$ cat src/rtl/dbg_view_seq.sv
// Debug-view sequencer: time-shares one read-only debug port across the
// instruction, register-file, ALU-probe and data-memory sources, one word per step.
module dbg_view_seq #(
  parameter int          REG_NUM      = 11,
  parameter int          ALU_NUM      = 4,
  parameter int          DMEM_NUM     = 16,
  parameter int          TIMEOUT      = 15,
  parameter logic [31:0] DEFAULT_DATA = 32'h76543210,
  parameter logic [31:0] ERR_DATA     = 32'hDEADBEEF
) (
  input  logic        clk,
  input  logic        rstn,
  input  logic        step,
  input  logic [3:0]  sel,
  input  logic        dbg_ack,
  input  logic [31:0] dbg_rdata,
  output logic        dbg_req,
  output logic [1:0]  dbg_src,
  output logic [4:0]  dbg_addr,
  output logic [31:0] disp_data,
  output logic        busy,
  output logic        err
);

  localparam int CNT_W = (TIMEOUT > 2) ? $clog2(TIMEOUT) : 1;

  typedef enum logic [1:0] {
    ST_IDLE = 2'd0,
    ST_REQ  = 2'd1,
    ST_WAIT = 2'd2
  } state_t;

  state_t             r_state;
  logic               r_req;
  logic [1:0]         r_src;
  logic [4:0]         r_addr;
  logic [31:0]        r_disp;
  logic               r_busy;
  logic               r_err;
  logic [4:0]         r_rf_idx;
  logic [4:0]         r_alu_idx;
  logic [4:0]         r_dm_idx;
  logic [CNT_W-1:0]   r_wait_cnt;

  logic               w_sel_valid;
  logic [1:0]         w_sel_src;
  logic [4:0]         w_sel_idx;

  // Wrapping index advance; never yields an index at or beyond num.
  function automatic logic [4:0] next_idx(input logic [4:0] idx, input int num);
    if (idx >= 5'(num - 1)) begin
      next_idx = 5'd0;
    end else begin
      next_idx = idx + 5'd1;
    end
  endfunction

  // Decode the one-hot source switches into a source code and its current index.
  always_comb begin
    w_sel_valid = 1'b0;
    w_sel_src   = 2'd0;
    w_sel_idx   = 5'd0;
    case (sel)
      4'b1000: begin
        w_sel_valid = 1'b1;
        w_sel_src   = 2'd0;
        w_sel_idx   = 5'd0;
      end
      4'b0100: begin
        w_sel_valid = 1'b1;
        w_sel_src   = 2'd1;
        w_sel_idx   = r_rf_idx;
      end
      4'b0010: begin
        w_sel_valid = 1'b1;
        w_sel_src   = 2'd2;
        w_sel_idx   = r_alu_idx;
      end
      4'b0001: begin
        w_sel_valid = 1'b1;
        w_sel_src   = 2'd3;
        w_sel_idx   = r_dm_idx;
      end
      default: begin
        w_sel_valid = 1'b0;
        w_sel_src   = 2'd0;
        w_sel_idx   = 5'd0;
      end
    endcase
  end

  // Request FSM with registered handshake, display and per-source indices.
  always_ff @(posedge clk or negedge rstn) begin
    if (!rstn) begin
      r_state    <= ST_IDLE;
      r_req      <= 1'b0;
      r_src      <= 2'd0;
      r_addr     <= 5'd0;
      r_disp     <= DEFAULT_DATA;
      r_busy     <= 1'b0;
      r_err      <= 1'b0;
      r_rf_idx   <= 5'd0;
      r_alu_idx  <= 5'd0;
      r_dm_idx   <= 5'd0;
      r_wait_cnt <= '0;
    end else begin
      case (r_state)
        ST_IDLE: begin
          if (step) begin
            if (w_sel_valid) begin
              r_src      <= w_sel_src;
              r_addr     <= w_sel_idx;
              r_req      <= 1'b1;
              r_busy     <= 1'b1;
              r_wait_cnt <= '0;
              r_state    <= ST_REQ;
            end else begin
              r_disp <= DEFAULT_DATA;
            end
          end
        end
        ST_REQ: begin
          if (dbg_ack) begin
            r_disp  <= dbg_rdata;
            r_err   <= 1'b0;
            r_req   <= 1'b0;
            r_state <= ST_WAIT;
            case (r_src)
              2'd1:    r_rf_idx  <= next_idx(r_rf_idx, REG_NUM);
              2'd2:    r_alu_idx <= next_idx(r_alu_idx, ALU_NUM);
              2'd3:    r_dm_idx  <= next_idx(r_dm_idx, DMEM_NUM);
              default: r_rf_idx  <= r_rf_idx;
            endcase
          end else if (r_wait_cnt == CNT_W'(TIMEOUT - 1)) begin
            // Give up: show the error word and leave the index where it was.
            r_disp  <= ERR_DATA;
            r_err   <= 1'b1;
            r_req   <= 1'b0;
            r_state <= ST_WAIT;
          end else begin
            r_wait_cnt <= r_wait_cnt + CNT_W'(1);
          end
        end
        ST_WAIT: begin
          r_busy  <= 1'b0;
          r_state <= ST_IDLE;
        end
        default: begin
          r_req   <= 1'b0;
          r_busy  <= 1'b0;
          r_state <= ST_IDLE;
        end
      endcase
    end
  end

  assign dbg_req   = r_req;
  assign dbg_src   = r_src;
  assign dbg_addr  = r_addr;
  assign disp_data = r_disp;
  assign busy      = r_busy;
  assign err       = r_err;

endmodule
$ cat config.mk
export PLATFORM = sky130hd
export DESIGN_NAME = dbg_view_seq
export DESIGN_NICKNAME = d
export VERILOG_FILES = /design/src/rtl/dbg_view_seq.sv
export SDC_FILE = /design/constraint.sdc
export NUM_CORES = 1
export LEC_CHECK = 0
export CORE_MARGIN = 8
export CORE_UTILIZATION = 50
export CTS_CLUSTER_SIZE = 40
export DETAILED_ROUTE_END_ITERATION = 8
export PLACE_DENSITY = 0.78
export SETUP_SLACK_MARGIN = 0.02
export SYNTH_ARGS = -nofsm -noshare
export SYNTH_HDL_FRONTEND = slang
export SYNTH_SLANG_ARGS = --single-unit
$ cat constraint.sdc
create_clock -name clk -period 2.12 [get_ports clk]
set_clock_uncertainty 0.05 [all_clocks]
set_input_delay 0.424 -clock clk [delete_from_list [all_inputs] [get_ports clk]]
set_output_delay 0.424 -clock clk [all_outputs]
set_load 0.02 [all_outputs]
# ---- Yosys cells after proc, flatten, opt, wreduce, memory -nomap -nowiden
# Cells that the tools add are included.
dict set report op_classes {
  addsub 4
  bitwise_logic 2
  eq_ne 16
  n_lt_le_gt_ge 3
  n_reduce_logical 14
  mux 29
}
# cell n
set ops {}
lappend ops {{32-bit 2-to-1 mux} 4}
lappend ops {{32-bit one-hot mux with 2 select lines} 1}
lappend ops {{3-bit AND reduction} 6}
lappend ops {{4-bit 2-to-1 mux} 4}
lappend ops {{5-bit by 1-bit adder with 5-bit output (second input constant)} 3}
lappend ops {{5-bit 2-to-1 mux} 3}
lappend ops {{5-bit one-hot mux with 3 select lines} 1}
lappend ops {{5-bit by 4-bit >= comparator with 1-bit output (second input constant)} 2}
lappend ops {{2-bit inequality test (second input constant)} 5}
lappend ops {{4-bit == test (second input constant)} 2}
lappend ops {{2-bit 2-to-1 mux} 4}
lappend ops {{4-bit one-hot mux with 2 select lines} 1}
lappend ops {{4-bit AND reduction} 2}
lappend ops {{1-bit 2-to-1 mux} 7}
lappend ops {{2-bit == test (second input constant)} 3}
lappend ops {{2-bit one-hot mux with 3 select lines} 1}
lappend ops {{5-bit by 2-bit >= comparator with 1-bit output (second input constant)} 1}
lappend ops {{5-bit AND reduction} 1}
lappend ops {{4-bit by 1-bit adder with 4-bit output (second input constant)} 1}
lappend ops {{2-bit by 1-bit == test with 1-bit output (second input constant)} 2}
lappend ops {{4-bit by 1-bit == test with 1-bit output (second input constant)} 1}
lappend ops {{4-bit by 2-bit == test with 1-bit output (second input constant)} 1}
lappend ops {{4-bit by 3-bit == test with 1-bit output (second input constant)} 1}
lappend ops {{2-bit one-hot mux with 2 select lines} 1}
lappend ops {{8 further kinds} 10}
dict set report totals {
  out_inout_bits 42
  wordCells 79
  ff_bits 63
}

# ---- Longest topological paths before layout
# Gate-level depths: netlist of run 1.
dict set report depth {
  depth_word 6
  mapped_depth 7
  ltp_nobuf 7
}

# ---- Worst setup path before layout of run 1
# No wires, ideal clock.
dict set report synth_timing {
  path_type {input port to flip-flop}
  from {input sel[3]}
  to {register r_addr[0] (netlist: dbg_addr[0])}
  path_slack_ns 0.283
  stages 5
  t_arrival_ns 1.662
  cell_sequence {buf_4 > o21ai_0 > o211ai_1 > a21oi_4 > mux2_2}
}
dict set report synth_between {
  elab_chain_cells 4
  word_cells_on_any_way 8
  cone_classes {4 x eq/ne; 2 x mux; 2 x reduce/logical}
}
# element line_no
set synth_rtl {}
lappend synth_rtl {{from (decl)} 14} ;# input logic [3:0] sel,
lappend synth_rtl {{4-bit by 1-bit == test with 1-bit output (tied with other cells)} 63} ;# case (sel)
lappend synth_rtl {{4-bit OR reduction (no line)} n/a}
lappend synth_rtl {{1-bit 2-to-1 mux} 63}
lappend synth_rtl {{3-bit AND reduction (no line)} n/a}
lappend synth_rtl {{to (signal assigned)} 112} ;# r_addr <= w_sel_idx;
lappend synth_rtl {{to (decl)} 36} ;# logic [4:0] r_addr;
# Several ways; a longest one is shown, not always the timed one.
# A chain may end at the register's enable or synchronous reset.

# ---- Worst setup path in the final report of run 1
dict set report layout_timing {
  from {register r_disp[26] (netlist: disp_data[26])}
  to {output disp_data[26]}
}
# element line_no
set layout_lines {}
lappend layout_lines {{from (decl)} 37} ;# logic [31:0] r_disp;
lappend layout_lines {{from (signal assigned)} 124} ;# r_disp <= dbg_rdata;
lappend layout_lines {{to (decl)} 20} ;# output logic [31:0] disp_data,
# No word-level cell between the ends.

==> metrics.md, run 1 <==
| Metric | Value |
|---|---|
| Register Area | `1590 um^2` |
| Primary FF master, synth | `dfrtp_1` |
| Design Power | `5.27 mW` |
| Met2 wire length | `4520 um` |
| Routed vias | `3195` |
| Met3 WL post-DR | `562 um` |
| Layout area overhead | `36.4%` |
| IO buf count | `81` |
| Ports | `82` |
| Setup crit end kind | `primary output` |
| Antenna diodes | `0` |
| Int Power | `3.33 mW` |
| Most common cell after layout, fill and taps aside | `clkdlybuf4s50_1` |
| CTS Sinks | `between 60 and 70` |
| Fmax | `slightly above 0.5 GHz` |
| Reg power frac | `0.381` |
| PD cells | `approximately 1100 nW/um^2` |
| Routed WL | `about 9400 um` |
| Post-synthesis register bit count | `63` |
| Comb power frac | `0.417` |
| Data arrival, critical path | `roughly 1.5 ns` |
| # hold bufs at CTS | `0` |
| GPL Wtd Cong | `approximately 0.8` |
| Hold Vio Cnt, Final | `0` |
| Outcome | `finished clean` |
| HPWL after detailed placement | `~6800 um` |
| Die Ht | `between 90 and 100 um` |
| Final Non-Filler Cells | `557` |
| LEAKAGE | `2.11 nW` |
| Max-cap violation count | `0` |
| CP top delay family | `buffers and inverters` |
| Worst VDD drop | `0.544 mV` |
| Clock latency on the worst-skew pair | `~0.34 ns` |
| WL/cell | `16.9 um` |
| CP peak stage delay | `0.63 ns` |
| Layout cells sized above 1 | `0.163` |
| Multi-input combinational cell area | `about 1800 um^2` |
| Initial Utilization | `0.515` |
| Critical path fanouts, max | `2` |
| Area of the mapped netlist | `3500 um^2` |
| Root Buffer Master | `clkbuf_8` |
| Syn. warnings | `0` |
| RSZ-0062 raised after global routing | `false` |
| Met1 wire length | `4190 um` |
| Num CTS Buffers | `9` |
| Startpoint Class | `flip-flop` |
| Iteration count of the initial detailed-routing pass | `4` |
| Buffer and inverter count on the worst path | `1` |
| Vias in the first global route | `3072` |
| Global-route wire length before repair | `15600 um` |
| Fillers | `527` |
| Uppermost layer routed | `met4` |
| Yosys cell types | `53` |
| Initial antenna violation count | `0` |
| Final Core Density | `0.702` |
| Die ar. | `9930 um^2` |
| Critical Path RT | `roughly 1.7 ns` |
| Cell count after synthesis | `around 360` |
| Final setup vio count | `0` |
| Worst min path class | `input port to asynchronous set/reset pin` |
| Final net count | `about 500` |
| Most frequent cells in the layout | `clkdlybuf4s50_1, dfrtp_1, nand2_1, o211ai_1, o21ai_0` |
| Hold slack | `0.0447 ns` |
| Clock Tree Buf Depth | `2` |
| Register area share after synthesis | `0.455` |
| Sw Share | `0.368` |
| GRT overflow | `0` |
| Placed Instances | `541` |
| Pin count of the biggest net entering global routing | `64` |
| Syn avg cell area | `9.69 um^2` |
| Clock power frac | `0.202` |
| Post-synth EDFFs | `0` |
| Tightest Pin Transition | `around 0.52 ns` |
| Die width | `99.6 um` |
| Final ANT Viol Nets | `0` |
| TritonCTS clock tree | `yes` |
| Slew Limit Fails | `0` |
| H-tree depth | `3` |
| Clock transition at the registers of the reported paths | `0.07 ns` |
| Asr flop ratio synth | `1.00` |
| Final worst slack | `0.149 ns` |
| Psw | `between 1.5 and 2 mW` |
| Iter 0 DRT Violations | `166` |
| Critical path type | `flip-flop to primary output` |
| Tot GR Track Use | `0.195` |
| Cell row count | `30` |
| Rel. slew slack | `0.654` |
| Vias per cell | `~5.7` |
| Mapped Nets | `408` |
| Final worst path period share | `0.930` |
| Slowest cell on the critical path | `clkdlybuf4s50_1` |
| Core area | `6790 um^2` |
| Place WS | `-0.201 ns` |
| # DRC | `0` |
| Tmin final | `roughly 2.0 ns` |
| CP Cell Sequence | `clkdlybuf4s50_1` |
[synthesized netlist by cell type (all sizes together), types with 3 or more instances]
cell type  number  area (um^2)
o21bai          4         30.0
o32a            8         80.1
nand2          41          154
a32o            4         40.0
a22oi           5         37.5
dfstp          12          315
a21o           19          143
a21oi           9         56.3
inv            12         45.1
nor3            5         30.0
ha              7         87.6
dfrtp          51         1280
mux2            8         90.1
a21boi          5         37.5
o21ai          33          165
a41oi           3         26.3
nor2b          25          156
o211ai         33          248
nand3           6         30.0
nand4           3         18.8
o31ai           4         30.0
a31oi           3         18.8
nor3b           3         32.5
buf             9         48.8
clkbuf         15         57.6
nor2            8         30.0
[layer usage]
metal,global-route usage,up-vias
met1,0.246,1573
met2,0.310,86
met3,0.0524,12
met5,0,-
li1,-,1524
met4,0.0780,0
[what timing repair did]
item | 4_1_cts | 5_1_grt
gates resized for setup | 0 | 1
setup endpoints to repair | 0 | 4
setup buffers | 0 | 0
[state kept, by name, indices dropped and copies added (netlist names)]
name	cells
disp_data	32
dbg_addr	5
r_alu_idx	5
r_dm_idx	5
r_rf_idx	5
r_wait_cnt	4
dbg_src	2
r_state	2
busy	1
dbg_req	1
err	1
[power by group through the flow]
stage / Clock [mW] / Combinational, mW / Sequential [mW]
2_1_floorplan: 0 / 0.921 / 2.28
3_5_place_dp: 0 / 2.21 / 2.02
5_1_grt: 1.14 / 2.39 / 2.07
4_1_cts: 1.08 / 2.22 / 2.00
6_report: 1.06 / 2.20 / 2.01
3_3_place_gp: 0 / 2.15 / 1.99
[area by class of cell]
type / count / share of cell area
clock inverter: 4 / 0.00944
tap: 96 / 0.0252
clock buffer: 12 / 0.0325
multi-input combinational: 262 / 0.368
inverter: 12 / 0.00944
sequential: 63 / 0.334
timing repair buffer: 108 / 0.222
[cells by family after synthesis]
group	after synthesis	synth area share
AND/OR/NAND/NOR	108	0.168
buffers and inverters	36	0.0433
XOR/XNOR	2	0.00501
flip-flops	63	0.455
AO/OA/AOI/OAI	136	0.275
multiplexers	9	0.0286
adder cells (fa/ha/maj)	7	0.0250
[metrics by stage]
| step | instance area, um^2 | TNS [ns] |
|---|---|---|
| global placement | 4570 | -3.64 |
| CTS | 4770 | 0 |
| detailed placement | 4570 | -5.48 |
| finish | 4770 | 0 |
| global route | 4770 | 0 |
| floorplan | 3500 | 0 |
[path summary, 6_finish.rpt]
path,from,end,slack (ns),cells past startpoint
max reg2reg,r_dm_idx[0],r_dm_idx[4],0.27,7
min in group clk,busy,busy,0.47,2
min reg2reg,busy,busy,0.47,2
max in group asynchronous,rstn,disp_data[30],1.66,2
min,rstn,r_rf_idx[0],0.04,2
max,disp_data[26],disp_data[26],0.15,1
No activity file was read; power rests on OpenSTA's default activity.
==> inputs of run 2 (changes only) <==
Settings changed: CORE_ASPECT_RATIO from default to 1.5, CORE_UTILIZATION 50 to 34, CTS_CLUSTER_SIZE 40 to default, PLACE_DENSITY 0.78 to 0.56.
==> run 2 against run 1 <==
Effect of this change:
- the flow now finishes with violations (negative hold slack)
- cell count up 4.7%
- global-route usage shrank 5.7 points
- sequential share of layout area fell by 1.1 points
- worst hold slack got worse by 0.045 ns
- fmax down 1.2%
- sequential cell count stayed put
- critical path type is now input port to flip-flop
- critical endpoint is now disp_data[28]
- largest power group unchanged
- highest routed layer unchanged
==> metrics.md, run 2 (synthesis results as in run 1) <==
| Metric | Value |
|---|---|
| Vias per cell | `around 5.4` |
| CTS-repair resized insts | `0` |
| Worst VDD drop | `0.496 mV` |
| Final ANT Viol Nets | `0` |
| Multi-input combinational cell area | `between 1500 and 2000 um^2` |
| Most common cell after layout, fill and taps aside | `clkdlybuf4s50_1` |
| Initial Utilization | `0.347` |
| Outcome | `complete, but fails checks` |
| Layout cells sized above 1 | `0.167` |
| Max-cap violation count | `0` |
| Hold Vio Cnt, Final | `2` |
| Most frequent cells in the layout | `clkdlybuf4s50_1, dfrtp_1, nand2_1, o21ai_0, o211ai_1` |
| Cell row count | `between 40 and 50` |
| GRT overflow | `0` |
| Die width | `98.8 um` |
| Fillers | `944` |
| Final net count | `508` |
| Largest register FFs | `32` |
| Final setup vio count | `0` |
| Clock latency on the worst-skew pair | `0.32 ns` |
| WL/cell | `16.0 um` |
| Routed vias | `3131` |
| Slew Limit Fails | `0` |
| Failing checks | `negative hold slack` |
| Critical path type | `input port to flip-flop` |
| HPWL after detailed placement | `6740 um` |
| PD cells | `1150 nW/um^2` |
| Reg2reg setup slack | `0.30 ns` |
| RR Startpoint | `r_dm_idx[0]` |
| Rel. slew slack | `0.620` |
| Routed WL | `9310 um` |
| Startpoint Class | `input port` |
| Tightest Pin Transition | `around 0.57 ns` |
| Critical Path RT | `~2.3 ns` |
| Critical Path Source | `sel[1]` |
| Antenna diodes | `0` |
| LEAKAGE | `2.17 nW` |
| Fmax | `0.501 GHz` |
| Core area | `approximately 10000 um^2` |
| Design Power | `around 5.7 mW` |
| Worst min path class | `input port to asynchronous set/reset pin` |
| Iteration count of the initial detailed-routing pass | `4` |
| Clock transition at the registers of the reported paths | `around 0.050 ns` |
| Initial antenna violation count | `0` |
| CTS Sinks | `63` |
| Clock Tree Buf Depth | `2` |
| TritonCTS clock tree | `yes` |
| Root Buffer Master | `clkbuf_16` |
| # DRC | `0` |
| Tot GR Track Use | `0.139` |
| Pin count of the biggest net entering global routing | `slightly above 60` |
| Layout area overhead | `40.9%` |
| Die ar. | `13900 um^2` |
| Num CTS Buffers | `9` |
| Vias in the first global route | `3184` |
| GPL Wtd Cong | `approximately 0.77` |
| Setup crit end kind | `flip-flop` |
| Iter 0 DRT Violations | `104` |
| Critical path fanouts, max | `8` |
| Hold slack | `-0.000822 ns` |
| RSZ-0062 raised after global routing | `false` |
| Register Area | `1590 um^2` |
| Global-route wire length before repair | `15800 um` |
| Die Ht | `140 um` |
| Final worst path period share | `0.941` |
| H-tree depth | `3` |
| Data arrival, critical path | `2.21 ns` |
| Tmin final | `~2.0 ns` |
| Ports | `82` |
| IO buf count | `81` |
-- run 2: cell count changes in the layout (fill, tap and decap cells not counted), sizes merged --
cell and change:
bufinv +1, clkinv -1, buf +5
-- run 2: per-layer routing --
layer / share of wire / global-route usage / vias to the layer above / wire, um
met4: 0.012 / 0.0561 / 0 / 110
met3: 0.051 / 0.0377 / 9 / 475
met2: 0.50 / 0.230 / 71 / 4610
li1: - / - / 1534 / -
met5: 0 / 0 / - / 0
met1: 0.44 / 0.164 / 1517 / 4110
-- run 2: critical path: stages --
cell	delay, ns
clkdlybuf4s50_1	0.47
buf_4	0.16
buf_4	0.15
o211a_1	0.26
nor3_2	0.49
o32a_1	0.25
-- run 2: area by class of cell --
class / count / area share
Inverter: 12 / 0.00914
Clock inverter: 4 / 0.0142
Multi-Input combinational cell: 262 / 0.356
Tap cell: 117 / 0.0297
Clock buffer: 12 / 0.0480
Sequential cell: 63 / 0.323
Timing Repair Buffer: 113 / 0.220
-- run 2: power breakdown --
| group | switching, mW | internal [mW] | total, mW |
|---|---|---|---|
| registers | 0.364 | 1.63 | 2.00 |
| clock network | 0.498 | 1.03 | 1.52 |
| logic | 1.08 | 1.09 | 2.17 |
-- run 2: per-stage QoR --
step	TNS [ns]	setup WS, ns	area [um^2]	instances	utilization
CTS	0	0.150	4920	582	0.488
finish	0	0.125	4930	583	0.489
floorplan	0	0.283	3500	361	-
global route	0	0.0212	4930	583	0.489
detailed placement	-5.99	-0.191	4620	566	0.458
global placement	-4.73	-0.160	4620	566	0.458
-- run 2: path summary, 6_finish.rpt --
kind,endpoint,depth (start not counted)
setup / recovery,disp_data[28],6
hold / removal,disp_data[0],1
setup reg to reg,r_dm_idx[4],7
hold reg to reg,dbg_req,1
max in group asynchronous,disp_data[22],2
min in group clk,dbg_req,1
-- run 2: repair_timing --
action	4_1_cts	5_1_grt
hold buffers	0	0
endpoints found under the setup margin	0	7
setup buffers	0	1
